**src/rtl/jogo_memoria_param_if.sv**
```systemverilog
// rtl/jogo_memoria_param_if.sv - Player/board-side signal bundle for the memory game engine
interface jogo_memoria_param_if #(parameter int N_BOTOES = 4) ();
    logic                jogar;
    logic [N_BOTOES-1:0] botoes;
    logic [N_BOTOES-1:0] leds;
    logic                pronto;
    logic                ganhou;
    logic                perdeu;
    logic [3:0]          db_estado;
    logic [7:0]          db_rodada;
    logic                db_timeout;

    modport master (
        output jogar, botoes,
        input  leds, pronto, ganhou, perdeu, db_estado, db_rodada, db_timeout
    );

    modport slave (
        input  jogar, botoes,
        output leds, pronto, ganhou, perdeu, db_estado, db_rodada, db_timeout
    );
endinterface

```
**src/rtl/jogo_memoria_param.sv**
```systemverilog
// rtl/jogo_memoria_param.sv - LFSR-driven memory-sequence game engine
// Optional press timeout is built only when JOGO_TIMEOUT_EN is defined.
module jogo_memoria_param #(
    parameter int          N_BOTOES       = 4,
    parameter int          PROF           = 16,
    parameter int          TEMPO_LED      = 1000,
    parameter int          TIMEOUT_CICLOS = 5000,
    parameter logic [15:0] SEMENTE        = 16'hACE1
) (
    input  logic               clock,
    input  logic               reset,
    jogo_memoria_param_if.slave bus
);
    localparam int LW = $clog2(N_BOTOES);
    localparam int TW = $clog2(TEMPO_LED + 1);
    localparam logic [N_BOTOES-1:0] ALVO_SEMENTE = N_BOTOES'(1) << SEMENTE[LW-1:0];

    typedef enum logic [3:0] {
        INICIAL    = 4'd0,
        PREPARA    = 4'd1,
        CARREGA_M  = 4'd2,
        MOSTRA     = 4'd3,
        APAGA      = 4'd4,
        CARREGA_J  = 4'd5,
        ESPERA     = 4'd6,
        COMPARA    = 4'd7,
        SOLTA      = 4'd8,
        FIM_RODADA = 4'd9,
        ACERTOU    = 4'd10,
        ERROU      = 4'd11
    } estado_t;

    estado_t             estado;
    logic [15:0]         lfsr;
    logic [15:0]         lfsr_step;
    logic [7:0]          idx;
    logic [7:0]          rodada;
    logic [TW-1:0]       tmr;
    logic                tmr_fim;
    logic [N_BOTOES-1:0] btn_reg;
    logic [N_BOTOES-1:0] leds;
    logic [N_BOTOES-1:0] alvo;
    logic [N_BOTOES-1:0] alvo_step;
    logic                pronto, ganhou, perdeu;
    logic                any_btn, any_prev, press;
    logic                to_fim;

    assign lfsr_step = {lfsr[14:0], lfsr[15] ^ lfsr[13] ^ lfsr[12] ^ lfsr[10]};
    assign alvo      = N_BOTOES'(1) << lfsr[LW-1:0];
    assign alvo_step = N_BOTOES'(1) << lfsr_step[LW-1:0];
    assign tmr_fim   = (tmr == TW'(TEMPO_LED - 1));
    assign any_btn   = |bus.botoes;
    // A press is the all-released to any-held transition, so a held button never re-triggers
    assign press     = any_btn & ~any_prev;

`ifdef JOGO_TIMEOUT_EN
    localparam int CW = $clog2(TIMEOUT_CICLOS);
    logic [CW-1:0] to_cnt;
    logic          timeout_flag;

    assign to_fim = (to_cnt == CW'(TIMEOUT_CICLOS - 1));

    always_ff @(posedge clock or negedge reset) begin
        if (!reset) begin
            to_cnt       <= '0;
            timeout_flag <= 1'b0;
        end else begin
            to_cnt <= (estado == ESPERA) ? to_cnt + 1'b1 : '0;
            if (estado == PREPARA)
                timeout_flag <= 1'b0;
            else if (estado == ESPERA && !press && to_fim)
                timeout_flag <= 1'b1;
        end
    end

    assign bus.db_timeout = timeout_flag;
`else
    assign to_fim         = 1'b0;
    assign bus.db_timeout = 1'b0;
`endif

    always_ff @(posedge clock or negedge reset) begin
        if (!reset) begin
            estado   <= INICIAL;
            lfsr     <= SEMENTE;
            idx      <= '0;
            rodada   <= '0;
            tmr      <= '0;
            btn_reg  <= '0;
            leds     <= '0;
            pronto   <= 1'b0;
            ganhou   <= 1'b0;
            perdeu   <= 1'b0;
            any_prev <= 1'b0;
        end else begin
            any_prev <= any_btn;
            case (estado)
                INICIAL: if (bus.jogar) estado <= PREPARA;
                PREPARA: begin
                    rodada <= 8'd1;
                    pronto <= 1'b0;
                    ganhou <= 1'b0;
                    perdeu <= 1'b0;
                    estado <= CARREGA_M;
                end
                CARREGA_M: begin
                    lfsr   <= SEMENTE;
                    idx    <= '0;
                    tmr    <= '0;
                    leds   <= ALVO_SEMENTE;
                    estado <= MOSTRA;
                end
                MOSTRA: begin
                    if (tmr_fim) begin
                        tmr    <= '0;
                        leds   <= '0;
                        estado <= APAGA;
                    end else begin
                        tmr <= tmr + 1'b1;
                    end
                end
                APAGA: begin
                    if (tmr_fim) begin
                        tmr  <= '0;
                        lfsr <= lfsr_step;
                        idx  <= idx + 8'd1;
                        if (idx + 8'd1 == rodada) begin
                            estado <= CARREGA_J;
                        end else begin
                            leds   <= alvo_step;
                            estado <= MOSTRA;
                        end
                    end else begin
                        tmr <= tmr + 1'b1;
                    end
                end
                CARREGA_J: begin
                    lfsr   <= SEMENTE;
                    idx    <= '0;
                    estado <= ESPERA;
                end
                ESPERA: begin
                    if (press) begin
                        btn_reg <= bus.botoes;
                        estado  <= COMPARA;
                    end else if (to_fim) begin
                        perdeu <= 1'b1;
                        pronto <= 1'b1;
                        estado <= ERROU;
                    end
                end
                COMPARA: begin
                    // Exact one-hot match: chords with extra bits are wrong answers
                    if (btn_reg != alvo) begin
                        perdeu <= 1'b1;
                        pronto <= 1'b1;
                        estado <= ERROU;
                    end else if (idx + 8'd1 == rodada) begin
                        estado <= FIM_RODADA;
                    end else begin
                        lfsr   <= lfsr_step;
                        idx    <= idx + 8'd1;
                        estado <= SOLTA;
                    end
                end
                SOLTA: if (!any_btn) estado <= ESPERA;
                FIM_RODADA: begin
                    if (rodada == 8'(PROF)) begin
                        ganhou <= 1'b1;
                        pronto <= 1'b1;
                        estado <= ACERTOU;
                    end else if (!any_btn) begin
                        rodada <= rodada + 8'd1;
                        estado <= CARREGA_M;
                    end
                end
                ACERTOU, ERROU: if (bus.jogar) estado <= PREPARA;
                default: estado <= INICIAL;
            endcase
        end
    end

    assign bus.leds      = leds;
    assign bus.pronto    = pronto;
    assign bus.ganhou    = ganhou;
    assign bus.perdeu    = perdeu;
    assign bus.db_estado = estado;
    assign bus.db_rodada = rodada;
endmodule

```
**src/flat_wrapper.sv**
```systemverilog
// flat-port wrapper written by rule: the top's interface ports become plain ports
module jogo_memoria_param_flat 
#(
    parameter int          N_BOTOES       = 4,
    parameter int          PROF           = 16,
    parameter int          TEMPO_LED      = 1000,
    parameter int          TIMEOUT_CICLOS = 5000,
    parameter logic [15:0] SEMENTE        = 16'hACE1
)
  (clock, reset, bus_jogar, bus_botoes, bus_leds, bus_pronto, bus_ganhou, bus_perdeu, bus_db_estado, bus_db_rodada, bus_db_timeout);
  jogo_memoria_param_if #(.N_BOTOES(N_BOTOES)) bus_i ();
  input  logic clock;
  input  logic reset;
  input wire logic [$bits(bus_i.jogar)-1:0] bus_jogar;
  input wire logic [$bits(bus_i.botoes)-1:0] bus_botoes;
  output wire logic [$bits(bus_i.leds)-1:0] bus_leds;
  output wire logic [$bits(bus_i.pronto)-1:0] bus_pronto;
  output wire logic [$bits(bus_i.ganhou)-1:0] bus_ganhou;
  output wire logic [$bits(bus_i.perdeu)-1:0] bus_perdeu;
  output wire logic [$bits(bus_i.db_estado)-1:0] bus_db_estado;
  output wire logic [$bits(bus_i.db_rodada)-1:0] bus_db_rodada;
  output wire logic [$bits(bus_i.db_timeout)-1:0] bus_db_timeout;
  assign bus_i.jogar = bus_jogar;
  assign bus_i.botoes = bus_botoes;
  assign bus_leds = bus_i.leds;
  assign bus_pronto = bus_i.pronto;
  assign bus_ganhou = bus_i.ganhou;
  assign bus_perdeu = bus_i.perdeu;
  assign bus_db_estado = bus_i.db_estado;
  assign bus_db_rodada = bus_i.db_rodada;
  assign bus_db_timeout = bus_i.db_timeout;
  jogo_memoria_param #(.N_BOTOES(N_BOTOES), .PROF(PROF), .TEMPO_LED(TEMPO_LED), .TIMEOUT_CICLOS(TIMEOUT_CICLOS), .SEMENTE(SEMENTE)) u_core (.clock(clock), .reset(reset), .bus(bus_i));
endmodule
```
**config.mk**
```make
export PLATFORM = sky130hd
export DESIGN_NAME = jogo_memoria_param_flat
export DESIGN_NICKNAME = d
export VERILOG_FILES = /design/src/rtl/jogo_memoria_param_if.sv /design/src/rtl/jogo_memoria_param.sv /design/src/flat_wrapper.sv
export SDC_FILE = /design/constraint.sdc
export NUM_CORES = 1
export LEC_CHECK = 0
export ABC_AREA = 0
export BUFFER_PORTS_ARGS = -buffer_cell sky130_fd_sc_hd__buf_2
export CAP_MARGIN = 20
export CORE_MARGIN = 8
export CORE_UTILIZATION = 64
export CTS_CLUSTER_SIZE = 24
export DETAILED_ROUTE_END_ITERATION = 8
export PLACE_DENSITY = 0.85
export SYNTH_ARGS = -nofsm -noshare
export SYNTH_HDL_FRONTEND = slang
export SYNTH_SLANG_ARGS = --single-unit
```
**constraint.sdc**
```tcl
create_clock -name clock -period 4.9 [get_ports clock]
set_clock_uncertainty 0.2 [all_clocks]
set_input_delay 0.735 -clock clock [delete_from_list [all_inputs] [get_ports clock]]
set_output_delay 0.735 -clock clock [all_outputs]
set_load 0.05 [all_outputs]
```
==> results of run 1 <==
[critical path, cell delays in order, from the launching register on]
cell	delay, ps
dfrtp_1	760
nor2b_1	180
and3_1	280
and3_1	250
or3_1	660
or2_4	460
o41ai_1	330
[cells by family (layout without fill, tap and decap cells)]
| group | count (synthesis) | after routing | synth area share (%) |
|---|---|---|---|
| AOI/OAI and AO/OA | 101 | 101 | 19.3 |
| xor gates and xnor gates | 17 | 17 | 4.45 |
| adders and majority gates | 4 | 4 | 1.50 |
| buffers and inverters | 28 | 53 | 3.44 |
| DFF | 58 | 58 | 43.7 |
| muxes | 11 | 11 | 3.51 |
| other | 1 | 1 | 0.112 |
| and+or+nand+nor | 146 | 146 | 24.0 |
[cell usage after synthesis (2+ instances only)]
master,number,area [um2]
o21ai_0,42,210
a211o_1,2,17.5
nor2_1,37,139
a21oi_1,9,45.0
o211ai_1,4,30.0
and3b_1,3,26.3
ha_1,4,50.1
nand3_1,15,75.1
o22a_1,2,17.5
nor4_1,3,18.8
a31oi_1,5,31.3
nand2_1,23,86.3
or2_2,3,18.8
o21ai_1,4,20.0
dfrtp_1,50,1250
and3_1,10,62.6
clkbuf_1,13,48.8
o41ai_1,3,26.3
o22ai_1,2,12.5
nor4b_1,2,17.5
inv_1,8,30.0
mux2i_1,5,50.1
nor2b_1,6,37.5
o31ai_1,10,75.1
mux2_2,6,67.6
and4_1,2,17.5
nor3_1,8,40.0
and2_1,6,37.5
nand2b_1,11,68.8
buf_2,5,25.0
a21o_1,6,45.0
nand4_1,2,12.5
xor2_1,8,70.1
xnor2_1,9,78.8
or3_1,3,18.8
nor3b_1,4,30.0
dfstp_2,8,210
[per-stage QoR]
step                      power [uW]  instances  util, %
after global routing            2630        461     72.8
final                           2470        461     72.8
after floorplan                 1760        366        -
after CTS                       2440        459     72.4
after detailed placement        2020        443     68.8
after global placement          1980        443     68.8
[final cells by class]
type,instances,area (um2)
clock buffer,14,173
clock inverter,2,10.0
fill,398,1380
inverter,9,33.8
multi-input combinational,280,1770
sequential,58,1460
tap,70,87.6
timing repair buffer,28,155
[path summary, 6_finish.rpt]
check,start,to,slack [ps],cells past startpoint
setup / recovery,u_core.bus.db_estado[3],u_core.idx[6],1650,6
setup reg to reg,u_core.bus.db_estado[3],u_core.idx[6],1650,6
hold reg to reg,u_core.lfsr[11],u_core.lfsr[11],300,2
max in group asynchronous,reset,u_core.idx[3],3700,2
min in group asynchronous,reset,u_core.bus.db_estado[3],340,2
hold / removal,u_core.lfsr[11],u_core.lfsr[11],300,2
[routing by layer]
| layer | wire [um] | global-route usage (%) |
|---|---|---|
| met1 | 3600 | 29.5 |
| met2 | 3480 | 31.7 |
| met3 | 498 | 4.74 |
| met4 | 204 | 10.1 |
| met5 | 0 | 0 |
[power by group through the flow]
stage,registers (uW),clock network (uW),logic [uW]
floorplan,940,0,816
global placement,838,0,1140
detailed placement,849,0,1170
CTS,842,417,1180
global route,874,439,1320
finish,849,410,1210
==> flow_summary.toml, run 1 <==
[placement]
dp_hpwl_mm = 5.11
dpl_cell_area_um2 = 3490
place_ws_ps = 1750
place.port_buffers = 25
gp_congestion = 0.931

[critical_path]
startpoint_type = "register"
critPathKind = "reg -> reg"
crit_path_end_kind = "register"
critPathArrivalTime_ps = 3280
cp_max_fo = 25
critPathRequiredTime_ps = 4930

[clock_tree]
clk_pin_slew_worst_paths_ps = 70
cts_buffers = 9
clkSinkCount = 58
cts_resized = 0
htreeDepth = 3
ctsLongestPathBuffers = 2
clk_latency_ps = 340
postCtsHoldBufs = 0
cts_tree = "built"
cts-root-buf = "clkbuf_8"
cts_setup_buffers = 0

[power]
switching_share_pct = 47.4
p_comb_share_pct = 49.0
p_seq_share_pct = 34.4
total_leakage_power_uw = 0.00160
p_per_area_nw_per_um2 = 668
power.internal_uw = 1300
netSwitchingPower_uw = 1170
power_frac_clock_pct = 16.6
vdd_drop_max_uv = 576

[synth]
yosysUniqueCellTypes = 60
synth_nets = 377
synth_area_um2 = 3350
synthFlopType = "dfrtp_1"
synth_seq_cells = 58
yosysWarningCount = 0
syn_area_per_cell_um2 = 9.14
async_flop_share_pct = 100
yosysSeqAreaShare_pct = 43.7
synth-edff-count = 0
syn_inst = 366

[routing]
detail_route.wl_per_cell_um = 16.9
antenna_left = 0
dr.pass1.iters = 5
drtIter0Drc = 211
via_count = 2875
drc = 0
viasPerCell = 6.24
wl_mm = 7.78

[cells_and_area]
reg.largest.list = "u_core.lfsr x16, u_core.tmr x10"
area_delta_synth_final_pct = 10.4
top_register = "u_core.lfsr"
nNetsFinal = 397
layout_commonest_cell = "dfrtp_1"
insertedDiodeCount = 0
design_area_um2 = 3690
largest_reg_flops = 16
drive_gt1_share_pct = 17.4
final_cell_mix = "50 x dfrtp_1, 42 x o21ai_0, 37 x nor2_1, 25 x buf_2, 23 x nand2_1"

[timing]
setup_viol = 0
holdWs_ps = 296
grt_setup_unrepaired = "no"
timing.final.ws_setup_ps = 1650
fin_crit_ps = 3250
maxSlewViolCount = 0
layout_worst_path_cycle_share_pct = 66.3
setup-tns-final_ps = 0
relSlewSlack_pct = 29.7
timing.fmax_mhz = 308
hold_viol_final = 0
tightest_slew_ps = 1040

[floorplanning]
die_y_um = 88.3
die-area_um2 = 7800
num_rows = 26
start_util_pct = 66.0
io_pins = 27
core_um2 = 5070
die_x_um = 88.3

[global_routing]
grt_overflow = 0
grt_pass1_vias = 2716
grt_pass1_wl_mm = 13.2
track_usage_pct = 21.6
antenna_found_initial = 0
grt_max_degree = 59

[flow_run]
max_cap_violations = 0

[status]
status = "completed"

[hold_path]
hold_path.class = "reg -> reg"
Note: power is estimated with default switching activity, not from simulation.
==> inputs of run 2 (changes only) <==
Settings changed: CORE_UTILIZATION 64 to 60, PLACE_DENSITY 0.85 to 0.81.
Clock period 4.9 ns to 3.3 ns, I/O delays scaled along.
==> run 2 against run 1 <==
  * Non-clock buffer count rose by 4
  * Sequential cell count stayed put
  * First-iteration DRC count decreased by 12%
  * Final cell count increased by 1.3%
  * Global-route usage decreased by 3.5 points
  * Setup slack worse by 1100 ps
  * Clock-buffer cell count unchanged
  * Fmax rose by 18%
  * Critical path depth stayed put
  * Worst hold slack got worse by 190 ps
  * Clock power is 61% higher
  * Sequential share of layout area decreased by 0.42 points
  * Largest power group unchanged
==> flow_summary.toml, run 2 (synthesis gave the netlist of run 1 again) <==
[clock_tree]
cts-root-buf = "clkbuf_8"
ctsLongestPathBuffers = 2
clk_pin_slew_worst_paths_ps = 60
postCtsHoldBufs = 0
clkSinkCount = 58
cts_tree = "built"
cts_buffers = 9
clk_latency_ps = 330
cts_setup_buffers = 0
cts_resized = 0
htreeDepth = 3

[timing]
timing.final.ws_setup_ps = 557
fin_crit_ps = 2740
setup-tns-final_ps = 0
holdWs_ps = 105
grt_setup_unrepaired = "no"
hold_viol_final = 0
maxSlewViolCount = 0
relSlewSlack_pct = 44.7
timing.fmax_mhz = 365
tightest_slew_ps = 819
layout_worst_path_cycle_share_pct = 83.1
setup_viol = 0

[cells_and_area]
drive_gt1_share_pct = 18.0
top_register = "u_core.lfsr"
largest_reg_flops = 16
reg.largest.list = "u_core.lfsr x16, u_core.tmr x10"
design_area_um2 = 3730
nFillCells = 440
layout_commonest_cell = "dfrtp_1"
final_cell_mix = "50 x dfrtp_1, 42 x o21ai_0, 37 x nor2_1, 25 x buf_2, 23 x nand2_1"
insertedDiodeCount = 0
area_delta_synth_final_pct = 11.6
nNetsFinal = 401

[critical_path]
cp_max_fo = 23
crit_path_end_kind = "register"
critPathRequiredTime_ps = 3330
critPathKind = "reg -> reg"
startpoint_type = "register"
critPathArrivalTime_ps = 2770

[global_routing]
grt_use_met1_pct = 24.0
grt_use_met3_pct = 4.24
track_usage_pct = 18.1
grt_pass1_wl_mm = 12.3
grt_pass1_vias = 2594
grt_util_met2_pct = 27.2
grt_max_degree = 59
antenna_found_initial = 0
grt_overflow = 0
grt.busiest_layer = "met2"

[flow_run]
max_cap_violations = 0

[power]
power_frac_clock_pct = 17.8
switching_share_pct = 45.8
totalPowerFinal_uw = 3700
netSwitchingPower_uw = 1700
p_comb_share_pct = 48.9
power.internal_uw = 2010
p_per_area_nw_per_um2 = 991
vdd_drop_max_uv = 874
p_seq_share_pct = 33.3
total_leakage_power_uw = 0.00163

[floorplanning]
num_rows = 27
core_um2 = 5440
die-area_um2 = 8220
die_y_um = 90.7
die_x_um = 90.7
start_util_pct = 61.5
io_pins = 27

[routing]
antenna_left = 0
drc = 0
detail_route.wl_per_cell_um = 15.6
viasPerCell = 5.99
wl_mm = 7.30
via_count = 2799
drtIter0Drc = 186
dr.pass1.iters = 4

[hold_path]
hold_path.class = "in -> async"

[placement]
gp_congestion = 0.818
dp_hpwl_mm = 5.01
place_ws_ps = 571
dpl_cell_area_um2 = 3540
place.port_buffers = 25

[status]
status = "completed"
## run 2: cell types whose count changed in the layout (fill, tap and decap cells not counted)
cell	before	now
clkbuf_8	12	11
buf_4	1	7
clkinv_2	2	1
buf_6	2	0
clkbuf_1	2	3
bufinv_16	0	1
## run 2: power by group through the flow
stage          clock network (uW)  logic (uW)  registers, uW
6_report                      659        1810           1230
2_1_floorplan                   0        1210           1400
3_3_place_gp                    0        1760           1230
4_1_cts                       671        1810           1230
5_1_grt                       706        1990           1270
3_5_place_dp                    0        1800           1240
## run 2: area by class of cell
| class | instances | area (um2) | area share, % |
|---|---|---|---|
| Clock buffer | 14 | 163 | 4.36 |
| Clock inverter | 2 | 35.0 | 0.938 |
| Timing Repair Buffer | 32 | 178 | 4.76 |
| Multi-Input combinational cell | 280 | 1770 | 47.5 |
| Tap cell | 72 | 90.1 | 2.41 |
| Sequential cell | 58 | 1460 | 39.1 |
| Inverter | 9 | 33.8 | 0.905 |
## run 2: metrics by stage
step           cells  util (%)
6_report         467      68.7
4_1_cts          467      68.7
3_5_place_dp     451      65.0
5_1_grt          467      68.7
2_1_floorplan    366         -
3_3_place_gp     451      65.0
## run 2: worst paths after layout
kind	slack, ps	end	cells after the start	start
max	560	u_core.idx[5]	6	u_core.bus.db_estado[2]
min	100	u_core.lfsr[9]	2	reset
max reg2reg	560	u_core.idx[5]	6	u_core.bus.db_estado[2]
min reg2reg	300	u_core.lfsr[11]	2	u_core.lfsr[11]
max in group asynchronous	2330	u_core.tmr[3]	2	reset
min in group clock	230	u_core.btn_reg[2]	2	bus_botoes[2]
## run 2: worst max-delay path, cell delays in order (launching register included)
cell and delay (ps):
dfrtp_1 540, nor2b_1 240, and3_1 220, and3_1 220, or3_1 500, or2_4 400, o41ai_1 320
## run 2: routing by layer
| metal | share of wire [%] | wire (um) |
|---|---|---|
| met1 | 49 | 3590 |
| met2 | 45 | 3250 |
| met3 | 4.4 | 324 |
| met4 | 1.8 | 131 |
| met5 | 0 | 0 |
==> inputs of run 3 (changes only) <==
Settings changed: ABC_AREA 0 to 1, CORE_UTILIZATION 60 to 54, PLACE_DENSITY 0.81 to 0.77.
Clock period 3.3 ns to 2.3 ns, I/O delays scaled along.
==> run 3 against run 2 <==
  * Die area is 13% higher
  * Power is 41% higher
  * Clock power is 27% higher
  * Cell area is 9.0% higher
  * Non-clock buffer count is 16 higher
  * Clock-buffer cell count is 1 lower
  * Sequential cell count stayed put
  * Combinational power is 56% higher
  * Register-to-register slack worse by 400 ps
  * Largest power group unchanged
  * Highest routed layer unchanged
==> flow_summary.toml, run 3 <==
[synth]
yosysSeqAreaShare_pct = 41.8
synth-edff-count = 0
syn_inst = 465
syn_area_per_cell_um2 = 7.51
synth_seq_cells = 58
synthFlopType = "dfrtp_1"
synth_common_cells = "131 x nand2_1, 58 x inv_1, 50 x dfrtp_1"
synth_most_common_cell = "nand2_1"
synth.area.top_cells = "dfrtp_1 36%, nand2_1 14%, inv_1 6.2%, dfstp_2 6.0%, nand4_1 5.6%"
synth_nets = 476
synth_top_area_share_pct = 35.8
yosysUniqueCellTypes = 40
synth_area_um2 = 3490
yosys.area.top_type = "dfrtp_1"
async_flop_share_pct = 100
yosysWarningCount = 0

[routing]
detail_route.wl_per_cell_um = 13.4
wl_mm = 7.95
viasPerCell = 5.37
via_count = 3187
dr.pass1.iters = 4
drtIter0Drc = 200
antenna_left = 0
drc = 0

[floorplanning]
die-area_um2 = 9300
core_um2 = 6310
io_pins = 27
start_util_pct = 55.3
die_y_um = 96.4
die_x_um = 96.4
num_rows = 29

[timing]
fin_crit_ps = 2150
grt_setup_unrepaired = "no"
timing.fmax_mhz = 466
holdWs_ps = 74.9
setup-tns-final_ps = 0
setup_viol = 0
layout_worst_path_cycle_share_pct = 93.3
hold_viol_final = 0
maxSlewViolCount = 0

[clock_tree]
clk_pin_slew_worst_paths_ps = 60
cts_tree = "built"
ctsLongestPathBuffers = 2
cts_buffers = 9
clkSinkCount = 58
htreeDepth = 3
clk_latency_ps = 340
cts-root-buf = "clkbuf_8"

[critical_path]
cp_common_cell = "nand2_1"
cp_top_family = "simple AND/OR/NAND/NOR gates"
startpoint_type = "register"
crit_path_end_kind = "register"
worstPathCellList = "buf_4 > nand2_4 > nor2_4 > nand2_1 > nand2_1 > nand2_1 > nand2_1 > nand3_2 > nor2_4 > nand3_4 > clkbuf_16 > nand4_1 > nand2_1"
critPathRequiredTime_ps = 2330
cp_num_buf_inv = 2
r2r_start = "u_core.idx[1]"
critPathMaxStageDelay_ps = 400
critPathArrivalTime_ps = 2180
cp_max_fo = 8
crit_path_top_delay_cell = "dfrtp_1"
startpoint = "u_core.idx[1]"
critPathKind = "reg -> reg"

[power]
p_seq_share_pct = 30.1
p_comb_share_pct = 54.0
p_per_area_nw_per_um2 = 1290
power_frac_clock_pct = 15.9
total_leakage_power_uw = 0.00204
switching_share_pct = 47.7
vdd_drop_max_uv = 810
netSwitchingPower_uw = 2500
power.internal_uw = 2740

[global_routing]
grt_overflow = 0
antenna_found_initial = 0
grt_pass1_wl_mm = 13.3
grt_max_degree = 25
track_usage_pct = 18.1
grt_pass1_vias = 3033

[flow_run]
max_cap_violations = 0

[cells_and_area]
layout_commonest_cell = "nand2_1"
insertedDiodeCount = 0
area_delta_synth_final_pct = 16.6
nFillCells = 535
final_cell_mix = "130 x nand2_1, 58 x inv_1, 49 x dfrtp_1, 41 x nor2_1, 31 x nand4_1"
final_core_util_pct = 64.5
top_register = "u_core.lfsr"
drive_gt1_share_pct = 21.1
largest_reg_flops = 16
reg.largest.list = "u_core.lfsr x16, u_core.tmr x10"
nNetsFinal = 523

[hold_path]
worst_hold_startpoint = "bus_botoes[2]"
hold_path.class = "in -> reg"

[placement]
place.port_buffers = 25
dp_hpwl_mm = 5.61
gp_congestion = 0.972

[status]
status = "completed"
-- run 3: path summary, 6_finish.rpt --
check,endpoint,slack [ps],cells past startpoint
worst max-delay path,u_core.lfsr[3],150,13
worst min-delay path,u_core.btn_reg[2],70,3
worst max register to register,u_core.lfsr[3],150,13
worst min register to register,u_core.lfsr[7],260,2
max in group asynchronous,u_core.lfsr[0],940,3
min in group asynchronous,u_core.bus.db_rodada[5],270,2
-- run 3: kinds of logic (layout without fill, tap and decap cells) --
family	after synthesis	in the layout	share of synthesized area, %
AND/OR/NAND/NOR	261	264	35.0
XOR/XNOR	13	13	3.26
other	1	1	0.107
buffers and inverters	79	128	9.71
flip-flops	58	58	41.8
adder cells (fa/ha/maj)	4	4	1.43
AO/OA/AOI/OAI	49	49	8.60
-- run 3: power by group through the flow --
stage | Combinational [uW] | Sequential, uW | Clock [uW]
4_1_cts | 2640 | 1560 | 849
6_report | 2830 | 1580 | 835
2_1_floorplan | 1870 | 1800 | 0
5_1_grt | 3170 | 1610 | 893
3_5_place_dp | 2630 | 1570 | 0
3_3_place_gp | 2580 | 1560 | 0
-- run 3: layer usage --
layer | global-route usage, % | wire length (um) | vias up | part of all wire [%]
met5 | 0 | 0 | - | 0
met4 | 8.70 | 142 | 0 | 1.8
met3 | 4.10 | 485 | 14 | 6.1
met2 | 29.2 | 3710 | 77 | 47
met1 | 22.6 | 3620 | 1490 | 46
li1 | - | - | 1606 | -
-- run 3: worst min-delay path: stages --
cell and delay (ps):
buf_2 90, inv_1 50, o21ai_0 80
-- run 3: layout make-up --
| class | count | area (um2) | share of cell area [%] |
|---|---|---|---|
| clock buffer | 13 | 159 | 3.90 |
| clock inverter | 3 | 15.0 | 0.369 |
| inverter | 64 | 240 | 5.90 |
| multi-input combinational | 331 | 1760 | 43.3 |
| sequential | 58 | 1460 | 35.9 |
| tap | 77 | 96.3 | 2.37 |
| timing repair buffer | 48 | 334 | 8.21 |
-- run 3: repair_timing --
action / in CTS / in global routing
setup buffers: 0 / 4
endpoints found under the setup margin: 0 / 30
resized for setup: 0 / 9
hold buffers: 1 / 0
endpoints found under the hold margin: 17 / 0
-- run 3: through the flow --
stage	area [um2]	setup slack, ps	power (uW)	instances
after floorplan	3490	69.8	3670	465
after global placement	3750	133	4150	569
after detailed placement	3750	84.8	4200	569
after CTS	3940	35.4	5050	586
after global routing	4070	0.504	5670	594
final	4070	153	5240	594
